### config.mk
export PLATFORM = sky130hd
export DESIGN_NAME = mux16_rr_sched
export DESIGN_NICKNAME = d
export VERILOG_FILES = /design/src/rtl/mux16_rr_sched.sv
export SDC_FILE = /design/constraint.sdc
export NUM_CORES = 1
export LEC_CHECK = 0
export ABC_AREA = 1
export BUFFER_PORTS_ARGS = -buffer_cell sky130_fd_sc_hd__buf_2
export CAP_MARGIN = 15
export CELL_PAD_IN_SITES_DETAIL_PLACEMENT = 2
export CELL_PAD_IN_SITES_GLOBAL_PLACEMENT = 2
export CORE_ASPECT_RATIO = 1.75
export CORE_MARGIN = 2
export CORE_UTILIZATION = 27
export DETAILED_ROUTE_END_ITERATION = 16
export PLACE_DENSITY = 0.83
export SLEW_MARGIN = 15
export SYNTH_ARGS = -nofsm -noshare
export SYNTH_HDL_FRONTEND = slang
export SYNTH_SLANG_ARGS = --single-unit
### constraint.sdc
create_clock -name clk -period 2.9 [get_ports clk]
set_input_delay 0.145 -clock clk [delete_from_list [all_inputs] [get_ports clk]]
set_output_delay 0.145 -clock clk [all_outputs]
set_load 0.03 [all_outputs]
### src/rtl/mux16_rr_sched.sv
// ---------------------------------------------------------------------------
// mux16_rr_sched
//
// Round-robin owner scheduler for a shared 16:1 mux. In IDLE it picks one
// requester, scanning upward from the round-robin pointer. It then holds that
// owner in sel/gnt for up to MAX_BURST accepted beats before handing the mux on.
// There is always one IDLE cycle between two owners.
//
// Ports
//   clk    in   1   single clock, rising edge
//   rst_n  in   1   synchronous active-low reset
//   req    in  16   per-requester request lines
//   ready  in   1   downstream accepts the current beat
//   sel    out  4   registered select to the shared mux
//   gnt    out 16   registered one-hot grant, zero when there is no owner
//   valid  out  1   mux output is valid for the current owner
//   last   out  1   current beat is the final one allowed in this grant
//   abort  out  1   one-cycle pulse: owner dropped req with a beat stalled
// ---------------------------------------------------------------------------
module mux16_rr_sched #(
    parameter int MAX_BURST = 4
) (
    input  logic        clk,
    input  logic        rst_n,
    input  logic [15:0] req,
    input  logic        ready,
    output logic [3:0]  sel,
    output logic [15:0] gnt,
    output logic        valid,
    output logic        last,
    output logic        abort
);

    typedef enum logic [0:0] {
        IDLE = 1'b0,
        OWN  = 1'b1
    } state_t;

    localparam logic [3:0] LAST_BEAT = 4'(MAX_BURST - 1);

    state_t      state_r;
    logic [3:0]  sel_r;
    logic [15:0] gnt_r;
    logic [3:0]  rr_ptr_r;
    logic [3:0]  beat_cnt_r;
    logic        abort_r;
    logic        stall_r;     // previous cycle had valid & !ready

    logic        owner_req_s;
    logic        valid_s;
    logic        last_s;
    logic        xfer_s;
    logic        drop_s;
    logic        done_s;
    logic        any_req_s;
    logic [3:0]  pick_s;

    // First requester at or after ptr, wrapping mod 16. Offsets are walked
    // from high to low so the smallest offset overwrites the others.
    function automatic logic [3:0] rr_pick(input logic [15:0] r, input logic [3:0] ptr);
        logic [3:0] idx;
        logic [3:0] pick;
        pick = ptr;
        for (int off = 15; off >= 0; off--) begin
            idx  = ptr + 4'(off);
            pick = r[idx] ? idx : pick;
        end
        return pick;
    endfunction

    // Owner status decoded from registered state and the live request lines
    always_comb begin
        owner_req_s = req[sel_r];
        valid_s     = (state_r == OWN) && owner_req_s;
        last_s      = valid_s && (beat_cnt_r == LAST_BEAT);
        xfer_s      = valid_s && ready;
        drop_s      = (state_r == OWN) && !owner_req_s;
        done_s      = (xfer_s && last_s) || drop_s;
        any_req_s   = |req;
        pick_s      = rr_pick(req, rr_ptr_r);
    end

    // Ownership FSM with registered select, grant and abort
    always_ff @(posedge clk) begin
        if (!rst_n) begin
            state_r    <= IDLE;
            sel_r      <= 4'd0;
            gnt_r      <= 16'd0;
            rr_ptr_r   <= 4'd0;
            beat_cnt_r <= 4'd0;
            abort_r    <= 1'b0;
            stall_r    <= 1'b0;
        end else begin
            abort_r <= 1'b0;
            stall_r <= valid_s && !ready;
            case (state_r)
                IDLE: begin
                    if (any_req_s) begin
                        state_r    <= OWN;
                        sel_r      <= pick_s;
                        gnt_r      <= 16'd1 << pick_s;
                        beat_cnt_r <= 4'd0;
                    end else begin
                        gnt_r      <= 16'd0;
                    end
                end
                OWN: begin
                    if (done_s) begin
                        // Release: hand priority to the next index after the owner.
                        // sel keeps pointing at the old owner until the next grant.
                        state_r    <= IDLE;
                        gnt_r      <= 16'd0;
                        beat_cnt_r <= 4'd0;
                        rr_ptr_r   <= sel_r + 4'd1;
                        abort_r    <= drop_s && stall_r;
                    end else if (xfer_s) begin
                        beat_cnt_r <= beat_cnt_r + 4'd1;
                    end else begin
                        // Stalled beat: everything holds.
                        beat_cnt_r <= beat_cnt_r;
                    end
                end
                default: begin
                    state_r    <= IDLE;
                    gnt_r      <= 16'd0;
                    beat_cnt_r <= 4'd0;
                end
            endcase
        end
    end

    assign sel   = sel_r;
    assign gnt   = gnt_r;
    assign abort = abort_r;
    assign valid = valid_s;
    assign last  = last_s;

endmodule

Word-level counts from Yosys, hierarchy flattened
Cells that the tools add are included.

Add/subtract/negate cells: 17. Magnitude comparators: 17. Equality and inequality tests: 4. Shift-type cells: 1. Muxes and demuxes: 60. Bitwise gates (word level): 1. Reductions and logical operators: 15.

Operators by type and width (count): $lt A4 B5 Y1 const B (17); $mux W4 (19); $bmux W1 S4 (17); $add A4 B4 Y4 const B (8); $mux W16 (2); $pmux W16 S2 (1); $mux W1 (19); $add A4 B3 Y4 const B (4); $reduce_or A16 Y1 (1); $shl A1 B4 Y16 const A (1); $add A4 B1 Y4 const B (3); $add A4 B2 Y4 const B (2); $pmux W4 S2 (1); $logic_and A1 B1 Y1 (7); $reduce_and A2 Y1 (3); $eq A4 B2 Y1 const B (1); $ne A3 B1 Y1 const B (1); $reduce_and A3 Y1 (1); $logic_not A1 Y1 (2); $ne A2 B1 Y1 const B (1); $ne A2 B2 Y1 const B (1); $pmux W1 S2 (1); $logic_or A1 B1 Y1 (1); $not A1 Y1 (1).

Register bits: 31. Bits of input ports: 19. Output and inout bits: 23. Word-level logic and storage cells: 122.

Depth between registers and ports, before layout
Gate-level depths: netlist of the first run.

Depth in word-level cells: 22. Depth in mapped cells: 32. Gate-level depth less buffers: 30.

Worst setup path after synthesis of the first run
OpenSTA, ideal clock, no wires.

Path type: flip-flop to flip-flop. From: reg sel_r[0], in the netlist sel[0]. To: reg beat_cnt_r[1]. Setup time: 0.131 ns. Arrival time: 3.200 ns. Required time: 2.769 ns. Setup slack: -0.430 ns. Stages on the path, launching flop included: 13. Buffers on the path: 1. Period minus slack after synthesis: 3.330 ns. Path through: dfxtp_1 -> buf_2 -> nor2_1 -> o32ai_1 -> a21oi_1 -> a32oi_1 -> nand2_1 -> nor4_1 -> nand2_1 -> nand2_1 -> nor2_1 -> o21ai_0 -> nor3_1.

Cells in the longest elaborated chain, start to end: 8. Elaborated cells on any way between the ends: 13. Classes of those cells: eq/ne (1); mux (4); reduce/logical (8).

RTL lines: start, declared (RTL line 42) `logic [3:0] sel_r;`; start signal, assigned (RTL line 100) `sel_r <= pick_s;`; $bmux W1 S4 * (RTL line 73) `owner_req_s = req[sel_r];`; $mux W1 (not written as such) * (RTL line 73); $logic_and A1 B1 Y1 * (RTL line 74) `valid_s = (state_r == OWN) && owner_req_s;`; $logic_and A1 B1 Y1 * (RTL line 75) `last_s = valid_s && (beat_cnt_r == LAST_BEAT);`; named net last (RTL line 30) `output logic last,`; $logic_and A1 B1 Y1 * (RTL line 78) `done_s = (xfer_s && last_s) || drop_s;`; $logic_or A1 B1 Y1 * (RTL line 78); $mux W4 or $ne A3 B1 Y1 (tied branches); $pmux W4 S2 or $reduce_and A2 Y1 (tied branches); end signal, assigned (RTL line 117) `beat_cnt_r <= beat_cnt_r + 4'd1;`; end signal, assigned (RTL line 120) `beat_cnt_r <= beat_cnt_r;`; end, declared (RTL line 45) `logic [3:0] beat_cnt_r;`.

Mark *: on every way through the listed nets, which the timed path passes. The rest lies on a longest branch. The select of a mux whose other input is x is not followed. A chain may end at the register's enable or synchronous reset.

Worst setup path in the final report of the first run
From: reg rr_ptr_r[1]. To: reg gnt_r[13], in the netlist gnt[13].

Cells in the longest elaborated chain, start to end: 22. Elaborated cells on any way between the ends: 66. Classes of those cells: add/sub (15); shift (1); mux (50).

RTL lines: start, declared (RTL line 44) `logic [3:0] rr_ptr_r;`; start signal, assigned (RTL line 114) `rr_ptr_r <= sel_r + 4'd1;`; $add A4 B4 Y4 (RTL line 65) `idx = ptr + 4'(off);`; $bmux W1 S4 (RTL line 66) `pick = r[idx] ? idx : pick;`; $mux W1 (not written as such) (RTL line 66); $mux W4 (15 in series) (RTL line 66); $mux W4 * (RTL line 66); $shl A1 B4 Y16 * (RTL line 101) `gnt_r <= 16'd1 << pick_s;`; $mux W16 * (RTL line 98) `if (any_req_s) begin`; $pmux W16 S2 * (RTL line 96) `case (state_r)`; end signal, assigned (RTL line 101); end, declared (RTL line 43) `logic [15:0] gnt_r;`.

Mark *: on every way between the ends. The rest lies on a longest branch, timed or not. The select of a mux whose other input is x is not followed.

==> flow_metrics.py, run 1 <==
metrics = {
    "placement": {
        "gp_congestion": 0.962,
        "post-place-ws_ns": -0.387,
        "dp_hpwl_um": 12200,
        "port_buffers": 41,
    },
    "drt": {
        "wl_um": 24200,
        "dr.first_iter.drc_count": 312,
        "drc_errors": 0,
        "dr.pass1.iters": 5,
        "routed_via_density": 6.05,
        "avgRoutedWirePerCell_um": 30.4,
        "vias": 4812,
        "drt.antenna.violating_nets": 0,
    },
    "setup_path": {
        "r2r_start": "rr_ptr_r[1]$_SDFFE_PN0P_",
        "cp_max_fo": 5,
        "critical_path_arrival_ns": 3.66,
        "rrSetupSlack_ns": -0.56,
        "crit_path_end_kind": "register",
        "start_kind": "register",
        "required_ns": 3.10,
        "reg2reg_depth": 24,
        "timing.rr.end": "gnt[13]$_SDFFE_PN0P_",
        "crit_end": "gnt[13]$_SDFFE_PN0P_",
        "crit_start": "rr_ptr_r[1]$_SDFFE_PN0P_",
        "path_class": "reg -> reg",
    },
    "sta": {
        "fin_crit_sh_pct": 119,
        "period_minus_slack_ns": 3.46,
        "hold_ws_ns": 0.166,
        "hold_viol_final": 0,
        "worst_slew_pin_slew_ns": 0.843,
        "layout_setup_ws_ns": -0.560,
        "rsz0062_at_grt": "yes",
        "fmax_mhz": 289,
        "report.final.slew_viol_count": 0,
        "max_slew_margin_pct": 43.7,
        "finalSetupViolations": 20,
        "finClkSkew_ns": 0.0121,
    },
    "run_status": {
        "violations": "negative setup slack",
        "status": "complete, but fails checks",
    },
    "finish": {
        "n_antenna_cell": 0,
        "layout-drive-gt1-share_pct": 49.0,
        "layout.nets": 689,
        "area_growth_pct": 67.2,
    },
    "synthesis": {
        "synth-edff-count": 0,
        "ys_types": 39,
        "postSynthAreaPerCell_um2": 5.79,
        "synth_top_flop_cell": "dfxtp_1",
        "syn_inst": 544,
        "netlist_area_um2": 3150,
        "ys_async_sr_fraction_pct": 0,
        "synth_warnings": 0,
        "ys_ff_latch": 31,
        "syn-num-nets": 572,
        "ys_seq_area_share_pct": 19.7,
    },
    "job": {
        "max_cap_violations": 0,
    },
    "clock_tree": {
        "cts_tree": "yes",
        "clkLatencyLatePin_ns": 0.29,
        "cts.clk_slew.worst_paths_ns": 0.06,
        "cts.sinks": 31,
        "cts.path.max_buffers": 2,
        "cts_buffers": 5,
        "cts_max_level": 2,
        "clockRootBuffer": "clkbuf_16",
    },
    "global_route": {
        "grt_pass1_vias": 5370,
        "overflow": 0,
        "grt_first_pass_wirelength_um": 30700,
        "grt_util_all_layers_pct": 32.2,
        "grt_max_degree": 21,
        "antenna_found_initial": 0,
    },
    "floorplanning": {
        "start_util_pct": 27.5,
        "core-area_um2": 11500,
        "die-area_um2": 12600,
        "chipWidth_um": 85.6,
        "die-height_um": 147,
        "ios": 42,
        "num_rows": 52,
    },
    "min_path": {
        "hold_class": "in -> reg",
    },
}
==> worst min-delay path by stage <==
stage           from  cells after the start  slack, ns            endpoint
2_1_floorplan  rst_n                      2       0.27  state_r$_SDFF_PN0_
3_3_place_gp   ready                      3       0.42  stall_r$_SDFF_PN0_
3_5_place_dp   ready                      3       0.43  stall_r$_SDFF_PN0_
4_1_cts        ready                      3       0.15  stall_r$_SDFF_PN0_
5_1_grt        ready                      3       0.17  stall_r$_SDFF_PN0_
6_report       ready                      3       0.17  stall_r$_SDFF_PN0_
==> cells by family (layout without fill, tap and decap cells) <==
kind of cell	count (synthesis)	count (layout)	share of synthesized area, %
adder cells (fa/ha/maj)	9	9	3.58
XOR/XNOR	10	10	3.26
flip-flops	31	31	19.7
buffers and inverters	79	194	11.1
AO/OA/AOI/OAI	86	87	15.2
AND/OR/NAND/NOR	329	330	47.1
==> Yosys cell counts (4+ instances only) <==
master	number	area (µm²)
a21oi_1	59	295
buf_2	6	30.0
buf_6	5	56.3
dfxtp_1	31	621
ha_1	9	113
inv_1	58	218
inv_2	4	15.0
nand2_1	184	691
nand2_2	15	93.8
nand2_4	4	45.0
nand3_1	85	425
nor2_1	21	78.8
nor2_4	4	45.0
o21ai_0	15	75.1
xor2_1	5	43.8
==> layout by cell type (no fill, tap or decap), drive strengths merged, types with 6 or more instances in the layout <==
master	n
nand2	204
buf	122
nand3	86
inv	63
a21oi	62
dfxtp	31
nor2	26
o21ai	19
ha	9
clkbuf	7
xor2	6
==> critical path, cell delays in order (launching register included) <==
cell	delay, ns
dfxtp_4	0.37
buf_8	0.15
ha_4	0.18
xnor2_4	0.25
inv_4	0.09
buf_4	0.15
nand3_1	0.09
nand2_2	0.12
nand2_1	0.16
nand2_2	0.11
a21oi_1	0.21
nand2_1	0.11
nand2_1	0.11
nand2_1	0.08
nand2_1	0.08
nand2_1	0.07
nand2_1	0.08
nand2_1	0.07
nand2_1	0.08
nand2_1	0.09
nand2_2	0.14
nand2_4	0.11
nand2_4	0.15
nand3_1	0.12
a21oi_1	0.18
==> sequential cells by signal, summed over array words and instances, names as in the netlist <==
| signal | count |
|---|---|
| abort | 1 |
| beat_cnt_r | 4 |
| gnt | 16 |
| rr_ptr_r | 4 |
| sel | 4 |
| stall_r | 1 |
| state_r | 1 |
==> stage by stage <==
stage	utilization (%)	instances	TNS (ns)	instance area, µm²
after detailed placement	33.4	757	-6.53	3820
final	46.0	796	-8.92	5260
after global routing	46.0	796	-10.27	5260
after global placement	33.4	757	-2.21	3820
after CTS	39.1	784	-1.35	4480
after floorplan	-	544	0	3160
==> cell type report <==
| type | instances | area [µm²] |
|---|---|---|
| Sequential cell | 31 | 632 |
| Timing Repair Buffer | 123 | 977 |
| Fill cell | 1283 | 6190 |
| Tap cell | 135 | 169 |
| Inverter | 64 | 269 |
| Clock buffer | 6 | 139 |
| Clock inverter | 1 | 5.00 |
| Multi-Input combinational cell | 436 | 3070 |
==> per-layer routing <==
metal	vias up	global-route usage [%]	part of all wire, %
li1	2002	-	-
met1	2384	29.0	33
met2	280	61.6	54
met3	146	3.48	3.9
met4	0	26.8	9.6
met5	-	0	0
==> what timing repair did <==
item | CTS | global route
setup buffers | 19 | 11
pin swaps | 32 | 47
resized for setup | 86 | 151
hold buffers | 0 | 0
setup endpoints to repair | 20 | 28
gates cloned | 2 | 1
Power of run 1 is not shown: default switching activity piles up to over one toggle a cycle in this logic, so the estimate is an artifact.
==> inputs of run 2 (changes only) <==
- BUFFER_PORTS_ARGS: -buffer_cell sky130_fd_sc_hd__buf_2 -> default
- CORE_UTILIZATION: 27 -> 30
- DONT_BUFFER_PORTS: default -> 1
- SETUP_SLACK_MARGIN: default -> 0.15
==> flow_metrics.py, run 2 (same netlist as run 1, synthesis figures left out) <==
metrics = {
    "setup_path": {
        "critical_path_arrival_ns": 3.58,
        "critPathSlowestCell": "dfxtp_4",
        "cpPeakStageDelay_ns": 0.38,
        "r2r_start": "rr_ptr_r[0]$_SDFFE_PN0P_",
        "required_ns": 3.10,
        "cp_max_fo": 5,
        "timing.rr.end": "gnt[1]$_SDFFE_PN0P_",
        "reg2reg_depth": 25,
        "path_class": "reg -> reg",
        "rrSetupSlack_ns": -0.48,
        "crit_top_cell": "nand2_1",
        "start_kind": "register",
        "crit_path_end_kind": "register",
    },
    "finish": {
        "layout-drive-gt1-share_pct": 36.9,
        "post-route-util_pct": 45.1,
        "area_growth_pct": 46.8,
        "layout.nets": 640,
        "final_cell_mix": "152 x nand2_1, 59 x buf_4, 51 x inv_1",
        "stdcell_count": 740,
        "largest_reg_flops": 16,
        "nFillCells": 1168,
        "n_antenna_cell": 0,
        "final_common_cell": "nand2_1",
    },
    "clock_tree": {
        "cts.path.max_buffers": 2,
        "cts_max_level": 2,
        "clkLatencyLatePin_ns": 0.29,
        "cts_tree": "yes",
        "cts.sinks": 31,
        "cts_buffers": 5,
        "clockRootBuffer": "clkbuf_16",
        "cts.clk_slew.worst_paths_ns": 0.06,
    },
    "drt": {
        "drt.antenna.violating_nets": 0,
        "dr.first_iter.drc_count": 229,
        "vias": 4413,
        "routed_via_density": 5.96,
        "drc_errors": 0,
        "dr.pass1.iters": 5,
        "avgRoutedWirePerCell_um": 28.4,
        "wl_um": 21000,
    },
    "placement": {
        "placed_cells": 702,
        "dp_hpwl_um": 11700,
        "gp_congestion": 0.881,
        "port_buffers": 0,
        "post-place-ws_ns": -0.311,
    },
    "sta": {
        "finClkSkew_ns": 0.00840,
        "hold_viol_final": 0,
        "worst_slew_pin_slew_ns": 0.820,
        "fmax_mhz": 296,
        "tns_ns": -7.87,
        "rsz0062_at_grt": "yes",
        "max_slew_margin_pct": 45.3,
        "finalSetupViolations": 20,
        "layout_setup_ws_ns": -0.480,
        "period_minus_slack_ns": 3.38,
        "fin_crit_sh_pct": 117,
        "report.final.slew_viol_count": 0,
    },
    "min_path": {
        "hp-start": "rst_n",
        "holdPathStages": 2,
        "hold_end": "rr_ptr_r[3]$_SDFFE_PN0P_",
        "hold_class": "in -> reg",
    },
    "floorplanning": {
        "core-area_um2": 10200,
        "die-area_um2": 11400,
        "die-height_um": 140,
        "chipWidth_um": 81.4,
        "num_rows": 49,
        "ios": 42,
        "start_util_pct": 30.7,
    },
    "global_route": {
        "grt_util_all_layers_pct": 33.2,
        "antenna_found_initial": 0,
        "overflow": 0,
        "grt_pass1_vias": 4807,
        "grt_max_degree": 24,
        "grt_first_pass_wirelength_um": 27900,
    },
    "job": {
        "max_cap_violations": 0,
    },
    "run_status": {
        "violations": "negative setup slack",
        "status": "complete, but fails checks",
    },
}
-- run 2: final cells by class --
cell class	instances	area (µm²)	area share (%)
repair inverters	1	7.51	0.162
clock buffers	7	133	2.87
clock inverters	1	5.00	0.108
multi-input cells	436	2800	60.6
inverters	64	256	5.55
repair buffers	73	628	13.6
well taps	127	159	3.44
flip-flops and latches	31	631	13.6
-- run 2: timing repair --
item / in CTS / in global routing
setup endpoints to repair: 24 / 27
hold buffers: 1 / 0
buffers inserted: 16 / 10
pin swaps: 45 / 29
gates cloned: 3 / 0
hold endpoints to repair: 1 / 0
gates resized for setup: 120 / 38
-- run 2: layer usage --
metal  GRT usage, %  up-vias  part of all wire, %
li1               -     1905                    -
met4           22.8        0                  8.1
met2           62.3      203                   54
met1           32.0     2208                   34
met5              0        -                    0
met3           3.31       97                  3.6
-- run 2: metrics by stage --
stage,area (µm²),hold WS (ns)
global route,4620,0.0290
global placement,3590,0.273
CTS,4370,0.0146
finish,4620,0.0234
floorplan,3180,0.271
detailed placement,3590,0.283
-- run 2: worst max-delay path by stage --
stage                                   from              endpoint  slack (ns)  cells after the start
finish              rr_ptr_r[0]$_SDFFE_PN0P_   gnt[1]$_SDFFE_PN0P_       -0.48                     25
global route        rr_ptr_r[0]$_SDFFE_PN0P_   gnt[1]$_SDFFE_PN0P_       -0.66                     28
CTS                 rr_ptr_r[0]$_SDFFE_PN0P_  gnt[10]$_SDFFE_PN0P_       -0.12                     28
detailed placement  rr_ptr_r[0]$_SDFFE_PN0P_  gnt[10]$_SDFFE_PN0P_       -0.31                     27
global placement    rr_ptr_r[0]$_SDFFE_PN0P_   gnt[3]$_SDFFE_PN0P_       -0.14                     29
floorplan           rr_ptr_r[0]$_SDFFE_PN0P_   gnt[3]$_SDFFE_PN0P_        0.15                     31
-- run 2: critical path, delay by kind of cell, from the launching register on --
family	cells	cell delay, ns
fa+ha+maj	1	0.22
compound gates	2	0.24
buf+inv	3	0.47
xor+xnor	1	0.29
flops	1	0.38
simple gates	18	1.69
Power of run 2 is left out for the same reason.
